==> src/rtl/conv_job_if.sv <==
// conv_job_if: requester/processor bundle of conv_job_arbiter.
// master = requesters + conv_processor side, slave = arbiter side.
interface conv_job_if #(
  parameter int SIZE_W = 5,
  parameter int CNT_W  = 8
);
  logic [1:0]        req_i;
  logic [SIZE_W-1:0] sizeX0_i;
  logic [SIZE_W-1:0] sizeY0_i;
  logic [SIZE_W-1:0] sizeX1_i;
  logic [SIZE_W-1:0] sizeY1_i;
  logic [1:0]        ack_o;
  logic [1:0]        err_o;
  logic              owner_o;
  logic              busy_o;
  logic [SIZE_W-1:0] sizeX_o;
  logic [SIZE_W-1:0] sizeY_o;
  logic              start_o;
  logic              conv_busy_i;
  logic              conv_done_i;
  logic [CNT_W-1:0]  jobs_done_o;

  modport master (
    output req_i, sizeX0_i, sizeY0_i,
    output sizeX1_i, sizeY1_i,
    output conv_busy_i, conv_done_i,
    input  ack_o, err_o, owner_o, busy_o,
    input  sizeX_o, sizeY_o, start_o,
    input  jobs_done_o
  );

  modport slave (
    input  req_i, sizeX0_i, sizeY0_i,
    input  sizeX1_i, sizeY1_i,
    input  conv_busy_i, conv_done_i,
    output ack_o, err_o, owner_o, busy_o,
    output sizeX_o, sizeY_o, start_o,
    output jobs_done_o
  );
endinterface

==> src/rtl/conv_job_arbiter.sv <==
// conv_job_arbiter: round-robin sharing of one conv_processor
// between two requesters, with size check and job watchdog.
// Ports: clk, rstn (async active-low), bus (conv_job_if.slave):
//   req_i/sizeX*_i/sizeY*_i from requesters, ack_o/err_o back,
//   owner_o/busy_o/sizeX_o/sizeY_o/start_o to processor + muxes,
//   conv_busy_i/conv_done_i from processor, jobs_done_o count.
module conv_job_arbiter #(
  parameter int SIZE_W      = 5,
  parameter int WDOG_CYCLES = 4095,
  parameter int CNT_W       = 8
) (
  input logic       clk,
  input logic       rstn,
  conv_job_if.slave bus
);
  localparam int WD_W = $clog2(WDOG_CYCLES + 1);
  localparam logic [WD_W-1:0] WD_MAX =
    WD_W'(WDOG_CYCLES - 1);

  typedef enum logic [2:0] {
    IDLE, REJECT, START, WAIT, DONE, ABORT
  } state_e;

  state_e            state_q, state_d;
  logic              prio_q, prio_d;
  logic [1:0]        armed_q, armed_d;
  logic [WD_W-1:0]   wdog_q, wdog_d;
  logic              owner_q, owner_d;
  logic              busy_q, busy_d;
  logic              start_q, start_d;
  logic [1:0]        ack_q, ack_d;
  logic [1:0]        err_q, err_d;
  logic [SIZE_W-1:0] sx_q, sx_d;
  logic [SIZE_W-1:0] sy_q, sy_d;
  logic [CNT_W-1:0]  jobs_q, jobs_d;

  logic [1:0]        elig;
  logic              win;
  logic [SIZE_W-1:0] win_x, win_y;

  always_comb begin
    elig  = bus.req_i & armed_q;
    win   = (elig == 2'b11) ? prio_q : elig[1];
    win_x = win ? bus.sizeX1_i : bus.sizeX0_i;
    win_y = win ? bus.sizeY1_i : bus.sizeY0_i;
  end

  // Outputs are flops loaded on entry to a state, so
  // start/ack/err are visible during START/DONE/REJECT/ABORT.
  always_comb begin
    state_d = state_q;
    prio_d  = prio_q;
    armed_d = armed_q | ~bus.req_i;
    wdog_d  = wdog_q;
    owner_d = owner_q;
    busy_d  = busy_q;
    sx_d    = sx_q;
    sy_d    = sy_q;
    jobs_d  = jobs_q;
    start_d = 1'b0;
    ack_d   = 2'b00;
    err_d   = 2'b00;
    unique case (state_q)
      IDLE: begin
        if (|elig) begin
          owner_d = win;
          sx_d    = win_x;
          sy_d    = win_y;
          busy_d  = 1'b1;
          if (win_x == '0 || win_y == '0) begin
            state_d      = REJECT;
            err_d[win]   = 1'b1;
            prio_d       = ~win;
            armed_d[win] = 1'b0;
          end else begin
            state_d = START;
            start_d = 1'b1;
          end
        end
      end
      REJECT: begin
        state_d = IDLE;
        busy_d  = 1'b0;
      end
      START: begin
        state_d = WAIT;
        wdog_d  = '0;
      end
      WAIT: begin
        wdog_d = wdog_q + 1'b1;
        // done wins over a same-cycle watchdog expiry
        if (bus.conv_done_i) begin
          state_d          = DONE;
          ack_d[owner_q]   = 1'b1;
          jobs_d           = jobs_q + 1'b1;
          prio_d           = ~owner_q;
          armed_d[owner_q] = 1'b0;
        end else if (wdog_q == WD_MAX) begin
          state_d          = ABORT;
          err_d[owner_q]   = 1'b1;
          prio_d           = ~owner_q;
          armed_d[owner_q] = 1'b0;
        end
      end
      DONE: begin
        state_d = IDLE;
        busy_d  = 1'b0;
      end
      ABORT: begin
        // hold off until the stuck processor settles
        if (!bus.conv_busy_i && !bus.conv_done_i) begin
          state_d = IDLE;
          busy_d  = 1'b0;
        end
      end
      default: begin
        state_d = IDLE;
        busy_d  = 1'b0;
      end
    endcase
  end

  always_ff @(posedge clk or negedge rstn) begin
    if (!rstn) begin
      state_q <= IDLE;
      prio_q  <= 1'b0;
      armed_q <= 2'b11;
      wdog_q  <= '0;
      owner_q <= 1'b0;
      busy_q  <= 1'b0;
      start_q <= 1'b0;
      ack_q   <= 2'b00;
      err_q   <= 2'b00;
      sx_q    <= '0;
      sy_q    <= '0;
      jobs_q  <= '0;
    end else begin
      state_q <= state_d;
      prio_q  <= prio_d;
      armed_q <= armed_d;
      wdog_q  <= wdog_d;
      owner_q <= owner_d;
      busy_q  <= busy_d;
      start_q <= start_d;
      ack_q   <= ack_d;
      err_q   <= err_d;
      sx_q    <= sx_d;
      sy_q    <= sy_d;
      jobs_q  <= jobs_d;
    end
  end

  assign bus.ack_o       = ack_q;
  assign bus.err_o       = err_q;
  assign bus.owner_o     = owner_q;
  assign bus.busy_o      = busy_q;
  assign bus.start_o     = start_q;
  assign bus.sizeX_o     = sx_q;
  assign bus.sizeY_o     = sy_q;
  assign bus.jobs_done_o = jobs_q;
endmodule
==> src/flat_wrapper.sv <==
// flat-port wrapper written by rule: the top's interface ports become plain ports
module conv_job_arbiter_flat 
#(
  parameter int SIZE_W      = 5,
  parameter int WDOG_CYCLES = 4095,
  parameter int CNT_W       = 8
)
  (clk, rstn, bus_req_i, bus_sizeX0_i, bus_sizeY0_i, bus_sizeX1_i, bus_sizeY1_i, bus_conv_busy_i, bus_conv_done_i, bus_ack_o, bus_err_o, bus_owner_o, bus_busy_o, bus_sizeX_o, bus_sizeY_o, bus_start_o, bus_jobs_done_o);
  conv_job_if #(.SIZE_W(SIZE_W), .CNT_W(CNT_W)) bus_i ();
  input logic clk;
  input logic rstn;
  input wire logic [$bits(bus_i.req_i)-1:0] bus_req_i;
  input wire logic [$bits(bus_i.sizeX0_i)-1:0] bus_sizeX0_i;
  input wire logic [$bits(bus_i.sizeY0_i)-1:0] bus_sizeY0_i;
  input wire logic [$bits(bus_i.sizeX1_i)-1:0] bus_sizeX1_i;
  input wire logic [$bits(bus_i.sizeY1_i)-1:0] bus_sizeY1_i;
  input wire logic [$bits(bus_i.conv_busy_i)-1:0] bus_conv_busy_i;
  input wire logic [$bits(bus_i.conv_done_i)-1:0] bus_conv_done_i;
  output wire logic [$bits(bus_i.ack_o)-1:0] bus_ack_o;
  output wire logic [$bits(bus_i.err_o)-1:0] bus_err_o;
  output wire logic [$bits(bus_i.owner_o)-1:0] bus_owner_o;
  output wire logic [$bits(bus_i.busy_o)-1:0] bus_busy_o;
  output wire logic [$bits(bus_i.sizeX_o)-1:0] bus_sizeX_o;
  output wire logic [$bits(bus_i.sizeY_o)-1:0] bus_sizeY_o;
  output wire logic [$bits(bus_i.start_o)-1:0] bus_start_o;
  output wire logic [$bits(bus_i.jobs_done_o)-1:0] bus_jobs_done_o;
  assign bus_i.req_i = bus_req_i;
  assign bus_i.sizeX0_i = bus_sizeX0_i;
  assign bus_i.sizeY0_i = bus_sizeY0_i;
  assign bus_i.sizeX1_i = bus_sizeX1_i;
  assign bus_i.sizeY1_i = bus_sizeY1_i;
  assign bus_i.conv_busy_i = bus_conv_busy_i;
  assign bus_i.conv_done_i = bus_conv_done_i;
  assign bus_ack_o = bus_i.ack_o;
  assign bus_err_o = bus_i.err_o;
  assign bus_owner_o = bus_i.owner_o;
  assign bus_busy_o = bus_i.busy_o;
  assign bus_sizeX_o = bus_i.sizeX_o;
  assign bus_sizeY_o = bus_i.sizeY_o;
  assign bus_start_o = bus_i.start_o;
  assign bus_jobs_done_o = bus_i.jobs_done_o;
  conv_job_arbiter #(.SIZE_W(SIZE_W), .WDOG_CYCLES(WDOG_CYCLES), .CNT_W(CNT_W)) u_core (.clk(clk), .rstn(rstn), .bus(bus_i));
endmodule
==> config.mk <==
export PLATFORM = sky130hd
export DESIGN_NAME = conv_job_arbiter_flat
export DESIGN_NICKNAME = d
export VERILOG_FILES = /design/src/rtl/conv_job_if.sv /design/src/rtl/conv_job_arbiter.sv /design/src/flat_wrapper.sv
export SDC_FILE = /design/constraint.sdc
export NUM_CORES = 1
export LEC_CHECK = 0
export ABC_AREA = 1
export BUFFER_PORTS_ARGS = -buffer_cell sky130_fd_sc_hd__buf_2
export CORE_ASPECT_RATIO = 1.75
export CORE_MARGIN = 2
export CORE_UTILIZATION = 35
export CTS_CLUSTER_SIZE = 12
export DETAILED_ROUTE_END_ITERATION = 8
export PLACE_DENSITY = 0.63
export SETUP_SLACK_MARGIN = 0.3
export SLEW_MARGIN = 10
export SYNTH_ARGS = -nofsm -noshare
export SYNTH_HDL_FRONTEND = slang
export SYNTH_SLANG_ARGS = --single-unit
==> constraint.sdc <==
create_clock -name clk -period 2.38 [get_ports clk]
set_clock_uncertainty 0.15 [all_clocks]
set_input_delay 0.238 -clock clk [delete_from_list [all_inputs] [get_ports clk]]
set_output_delay 0.238 -clock clk [all_outputs]
set_load 0.05 [all_outputs]
After elaboration in Yosys (flattened, before gate mapping) --
Cells that the tools add are included. Widths: inputs -> output; s select.
Cells by class: equal/unequal tests 9, bitwise logic cells 10, multiplexer cells 37, reductions and logical operators 18, order comparisons 4, add/subtract/negate cells 2
Operator list (count):
- $pmux 12 s2 | 1
- $mux 2 | 11
- $add 12x1->12 const B | 1
- $eq 12x12->1 const B | 1
- $mux 1 | 12
- $mux 3 | 4
- $pmux 3 s4 | 1
- $logic_not 5->1 | 2
- $mux 5 | 2
- $add 8x1->8 const B | 1
- $pmux 2 s2 | 2
- $and 2x2->2 | 3
- $eq 3x2->1 const B | 2
- $ne 2x1->1 const B | 3
- $not 2->2 | 3
- $reduce_and 3->1 | 2
- $lt 1x2->1 const B | 2
- $reduce_and 2->1 | 2
- $reduce_and 4->1 | 1
- $reduce_bool 2->1 | 2
- $reduce_or 2->1 | 2
- $eq 3x3->1 const B | 1
- $logic_and 1x1->1 | 3
- $logic_not 3->1 | 1
- 10 further kinds | 15
Storage, ports and cells: logic and storage cells 92, output and inout port bits 25, register bits after elaboration 43, input port bits 26

Logic depth before layout (Yosys ltp) --
depth in word-level cells 12, gate-level depth with buffers 14, mapped depth without buffers 13

Worst setup path after synthesis --
Ideal clock, no wire load.
path kind flip-flop to flip-flop, start reg u_core.armed_q[0], end reg u_core.state_q[1], cell stages (with the launch flop) 13, clock period less this slack 1.729 ns, required time 2.111 ns, slack 0.651 ns, library setup time 0.119 ns, path buffers 1, arrival 1.460 ns, path through dfstp_2 nand3_1 nand2_2 buf_4 nand2_1 nand2_1 nand2_1 nor2_1 nand2_1 nand3_2 nand2_1 nand2_1 nand2_1
On the way: cells in the longest elaborated chain, start to end 9, elaborated cells between the ends (all ways) 14, classes of those cells 2 x eq/ne; 6 x mux; 1 x bitwise; 5 x reduce/logical
RTL lines:
- start: declaration | RTL line conv_job_arbiter.sv:26 | logic [1:0] armed_q, armed_d;
- start signal: assignment | RTL line conv_job_arbiter.sv:140 | armed_q <= armed_d;
- $and 2x2->2 (*) | RTL line conv_job_arbiter.sv:42 | elig = bus.req_i & armed_q;
- $eq 2x2->1 | RTL line conv_job_arbiter.sv:43 | win = (elig == 2'b11) ? prio_q : elig[1];
- $mux 1 | RTL line conv_job_arbiter.sv:43
- $mux 5 (on tied branches) | RTL line conv_job_arbiter.sv:44, conv_job_arbiter.sv:45
- $logic_not 5->1 | RTL line conv_job_arbiter.sv:70 | if (win_x == '0 || win_y == '0) begin
- $logic_or 1x1->1 | RTL line conv_job_arbiter.sv:70
- $mux 2 | RTL line conv_job_arbiter.sv:70
- $mux 3 | RTL line conv_job_arbiter.sv:65 | if (|elig) begin
- $pmux 3 s4 | RTL line conv_job_arbiter.sv:63 | unique case (state_q)
- end signal: assignment | RTL line conv_job_arbiter.sv:138 | state_q <= state_d;
- end: declaration | RTL line conv_job_arbiter.sv:24 | state_e state_q, state_d;
Every way passes the cells marked *; elsewhere a longest branch is shown, timed or not. The select of a mux whose other input is x is not followed. A chain may end at the register's enable or synchronous reset.

Worst setup path in the final report --
start reg u_core.armed_q[0], end reg u_core.err_q[0], in the netlist u_core.bus.err_o[0]
On the way: cells in the longest elaborated chain, start to end 10, elaborated cells between the ends (all ways) 17, classes of those cells 2 x order compare; 1 x eq/ne; 8 x mux; 1 x bitwise; 5 x reduce/logical
RTL lines:
- $and 2x2->2 (*) | RTL line conv_job_arbiter.sv:42
- $eq 2x2->1 | RTL line conv_job_arbiter.sv:43
- $mux 1 | RTL line conv_job_arbiter.sv:43
- $lt 1x2->1 (implied by the code) or $ge 1x1->1 (tied branches) | RTL line conv_job_arbiter.sv:72 | err_d[win] = 1'b1;
- $logic_and 1x1->1 (implied by the code) | RTL line conv_job_arbiter.sv:72
- $mux 1 (implied by the code) | RTL line conv_job_arbiter.sv:72
- $demux 1 s1
- $mux 2 | RTL line conv_job_arbiter.sv:70
- $mux 2 (*) | RTL line conv_job_arbiter.sv:65
- $pmux 2 s2 (*) | RTL line conv_job_arbiter.sv:63
- via u_core.err_d[0] | RTL line conv_job_arbiter.sv:32 | logic [1:0] err_q, err_d;
- end signal: assignment | RTL line conv_job_arbiter.sv:146 | err_q <= err_d;
- end: declaration | RTL line conv_job_arbiter.sv:32
Mark *: on every way through the listed nets, which the timed path passes. The rest lies on a longest branch.

==> reports/results.tsv <==
stage	metric	value	unit
timing	finalSetupViolCount	0	
clock_network	clock_path_buffers	2	
placed_design	dpl-instance-area	2540	sq um
flow_run	drv_cap	0	
placed_design	globalplace.congestion	0.821	
route	wl_per_cell	12.5	um
setup_path	cp.required	2.39	ns
clock_network	worstSkewPairLatency	0.31	ns
setup_path	arrival	1.95	ns
placed_design	io_buffer_count	50	
logic_synthesis	netlist_instances	273	
pwr	ir_drop	0.000580	V
timing	maxSlewHeadroom	56.1	%
final_layout	drive_gt1_share	23.1	%
final_layout	syn2layout_area_growth	21.7	%
final_layout	antennaDiodeCount	0	
logic_synthesis	synth_top_area_share	46.8	%
die	dieArea	6940	sq um
timing	maxSlewViolCount	0	
die	core	6130	sq um
route	vias_per_cell	4.75	
global_routing	track_usage	15.8	%
logic_synthesis	yosys-top-cells-area	dfrtp_1 (47%), nand2_1 (13%), inv_1 (5.6%)	
final_layout	layout_commonest_cell	nand2_1	
timing	fin_setup_tns	0	ns
route	drcViolationCount	0	
timing	worst_slew_pin_slew	0.659	ns
route	final_antenna_net_count	0	
global_routing	grt_overflow_total	0	
logic_synthesis	ys_seq_area_share	49.2	%
final_layout	stdcell_area	2670	sq um
setup_path	cp-end-kind	flop	
timing	rsz0062_at_grt	false	
logic_synthesis	yosysTopAreaCell	dfrtp_1	
global_routing	grt_max_degree	29	
setup_path	crit_chain	nand3_1 -> nand2_4 -> buf_4 -> nand2_1 -> nand2_1 -> nor2_1 -> nand2_1 -> nand2_1 -> nand2_1 -> o21ai_0	
global_routing	grt_pass1_vias	1870	
final_layout	layout_common_cells	nand2_1 (75), buf_2 (50), dfrtp_1 (41)	
die	fp.dieH	109	um
timing	hold_viol	0	
timing	max_freq	514	MHz
pwr	p_leak	1.39	nW
clock_network	cts_sinks	43	
pwr	power-per-cell-area	1250	nW/um^2
route	wl	5180	um
timing	fin_crit	1.94	ns
setup_path	criticalPathCategory	reg2reg	
min_path	hold_path_class	in2reg	
logic_synthesis	synth.ff_latch_count	43	
clock_network	clk_pin_slew	0.09	ns
logic_synthesis	syn_area	2190	sq um
global_routing	antenna_found_initial	0	
global_routing	grt_pass1_wl	8500	um
die	ios	51	
logic_synthesis	yosysWarnings	0	
setup_path	crit_top_cell	nand2_1	
logic_synthesis	synth_cell_types	32	
route	vias	1960	
die	rows	38	
final_layout	final_net_count	361	
status	status	complete, no violations	
route	drtIter0Drc	93	
clock_network	cts_tree	built	
route	drtPass1Iterations	4	
die	die_w	63.8	um
logic_synthesis	syn_nets	302	
timing	layout_worst_path_cycle_share	81.7	%
clock_network	cts_buffers	5	
setup_path	slowest_delay	0.55	ns
setup_path	cpMaxStageDelayCell	dfstp_2	
die	start_util	35.8	%
clock_network	ctsRootBufferMaster	clkbuf_8	
setup_path	startpoint_type	flop	
placed_design	hpwlAfterDp	3980	um
clock_network	ctsHtreeMaxLevel	2	
logic_synthesis	syn_area_per_cell	8.03	sq um
setup_path	cp_max_fo	8	
metrics by stage:
stage          hold WS, ns  power [mW]  util (%)  setup WS (ns)  std cells
2_1_floorplan       -0.208        2.42         -          0.651        273
3_3_place_gp         0.153        2.84      41.5          0.440        402
3_5_place_dp         0.158        2.86      41.5          0.385        402
4_1_cts             0.0577        3.36      43.3          0.350        412
5_1_grt             0.0606        3.58      43.5          0.310        413
6_report            0.0576        3.34      43.5          0.436        413
worst max-delay path, delay by kind of cell, from the launching register on:
kind / cells / cell delay, ns
flip-flops: 1 / 0.55
buffers and inverters: 1 / 0.15
AND/OR/NAND/NOR: 8 / 0.82
AO/OA/AOI/OAI: 1 / 0.13
worst paths after layout:
| check | slack (ns) | start | cells past startpoint | endpoint |
|---|---|---|---|---|
| worst min register to register | 0.34 | u_core.bus.jobs_done_o[7]$_DFFE_PN0P_ | 1 | u_core.bus.jobs_done_o[7]$_DFFE_PN0P_ |
| worst max register to register | 0.44 | u_core.armed_q[0]$_DFF_PN1_ | 10 | u_core.bus.err_o[0]$_DFF_PN0_ |
| max in group asynchronous | 1.08 | rstn | 3 | u_core.armed_q[1]$_DFF_PN1_ |
| worst min-delay path | 0.06 | bus_sizeX1_i[1] | 3 | u_core.bus.sizeX_o[1]$_DFFE_PN0P_ |
| min in group asynchronous | 0.34 | rstn | 2 | u_core.wdog_q[4]$_DFFE_PN0P_ |
| worst max-delay path | 0.44 | u_core.armed_q[0]$_DFF_PN1_ | 10 | u_core.bus.err_o[0]$_DFF_PN0_ |
power by group:
part	internal [mW]	switching (mW)
combinational	0.434	1.27
clock	0.210	0.282
sequential	0.967	0.174
Yosys cell counts:
library cell and n:
nor3b_2 1, a21oi_1 10, nand3b_1 3, nand2_2 1
ha_1 3, nor4_1 1, nor3_2 1, o22ai_1 2
dfstp_2 2, nor3_1 7, xor2_1 7, nor2_1 26
nand2_4 1, xnor2_1 3, o211ai_1 1, nor2_2 2
inv_1 33, nand2_1 75, clkbuf_1 1, buf_4 1
buf_2 2, nand4_1 3, nor2_4 2, dfrtp_1 41
o2111ai_1 1, a22oi_1 1, nand3_2 1, inv_2 3
nand3_1 11, o21ai_0 20, a31oi_1 6, nor3b_1 1
sequential cells by signal (all words and copies together) (netlist names):
register                count
u_core.bus.busy_o           1
u_core.state_q              3
u_core.bus.sizeX_o          5
u_core.prio_q               1
u_core.bus.owner_o          1
u_core.bus.jobs_done_o      8
u_core.armed_q              2
u_core.bus.ack_o            2
u_core.wdog_q              12
u_core.bus.sizeY_o          5
u_core.bus.err_o            2
u_core.bus.start_o          1
final cells by class:
type	count	area, sq um
Clock inverter	3	23.8
Tap cell	80	100
Inverter	36	135
Timing Repair Buffer	56	300
Fill cell	623	3460
Multi-Input combinational cell	190	963
Clock buffer	5	68.8
Sequential cell	43	1080
logic make-up after synthesis:
logic type / share of synthesized area (%)
compound gates: 10.2
xor+xnor: 3.99
fa+ha+maj: 1.71
buf+inv: 7.13
flops: 49.2
simple gates: 27.8
metal layers:
| layer | vias to the layer above | track usage [%] | routed length [um] |
|---|---|---|---|
| met5 | - | 0 | 0 |
| met1 | 899 | 17.1 | 1930 |
| met4 | 0 | 6.83 | 121 |
| met3 | 11 | 2.89 | 272 |
| li1 | 992 | - | - |
| met2 | 58 | 29.5 | 2850 |
what timing repair did:
item	4_1_cts	5_1_grt
resized for setup	0	2
hold buffers	2	0
setup endpoints to repair	0	8
buffers inserted	0	1
hold endpoints to repair	27	0
(Power assumes the default switching activity.)
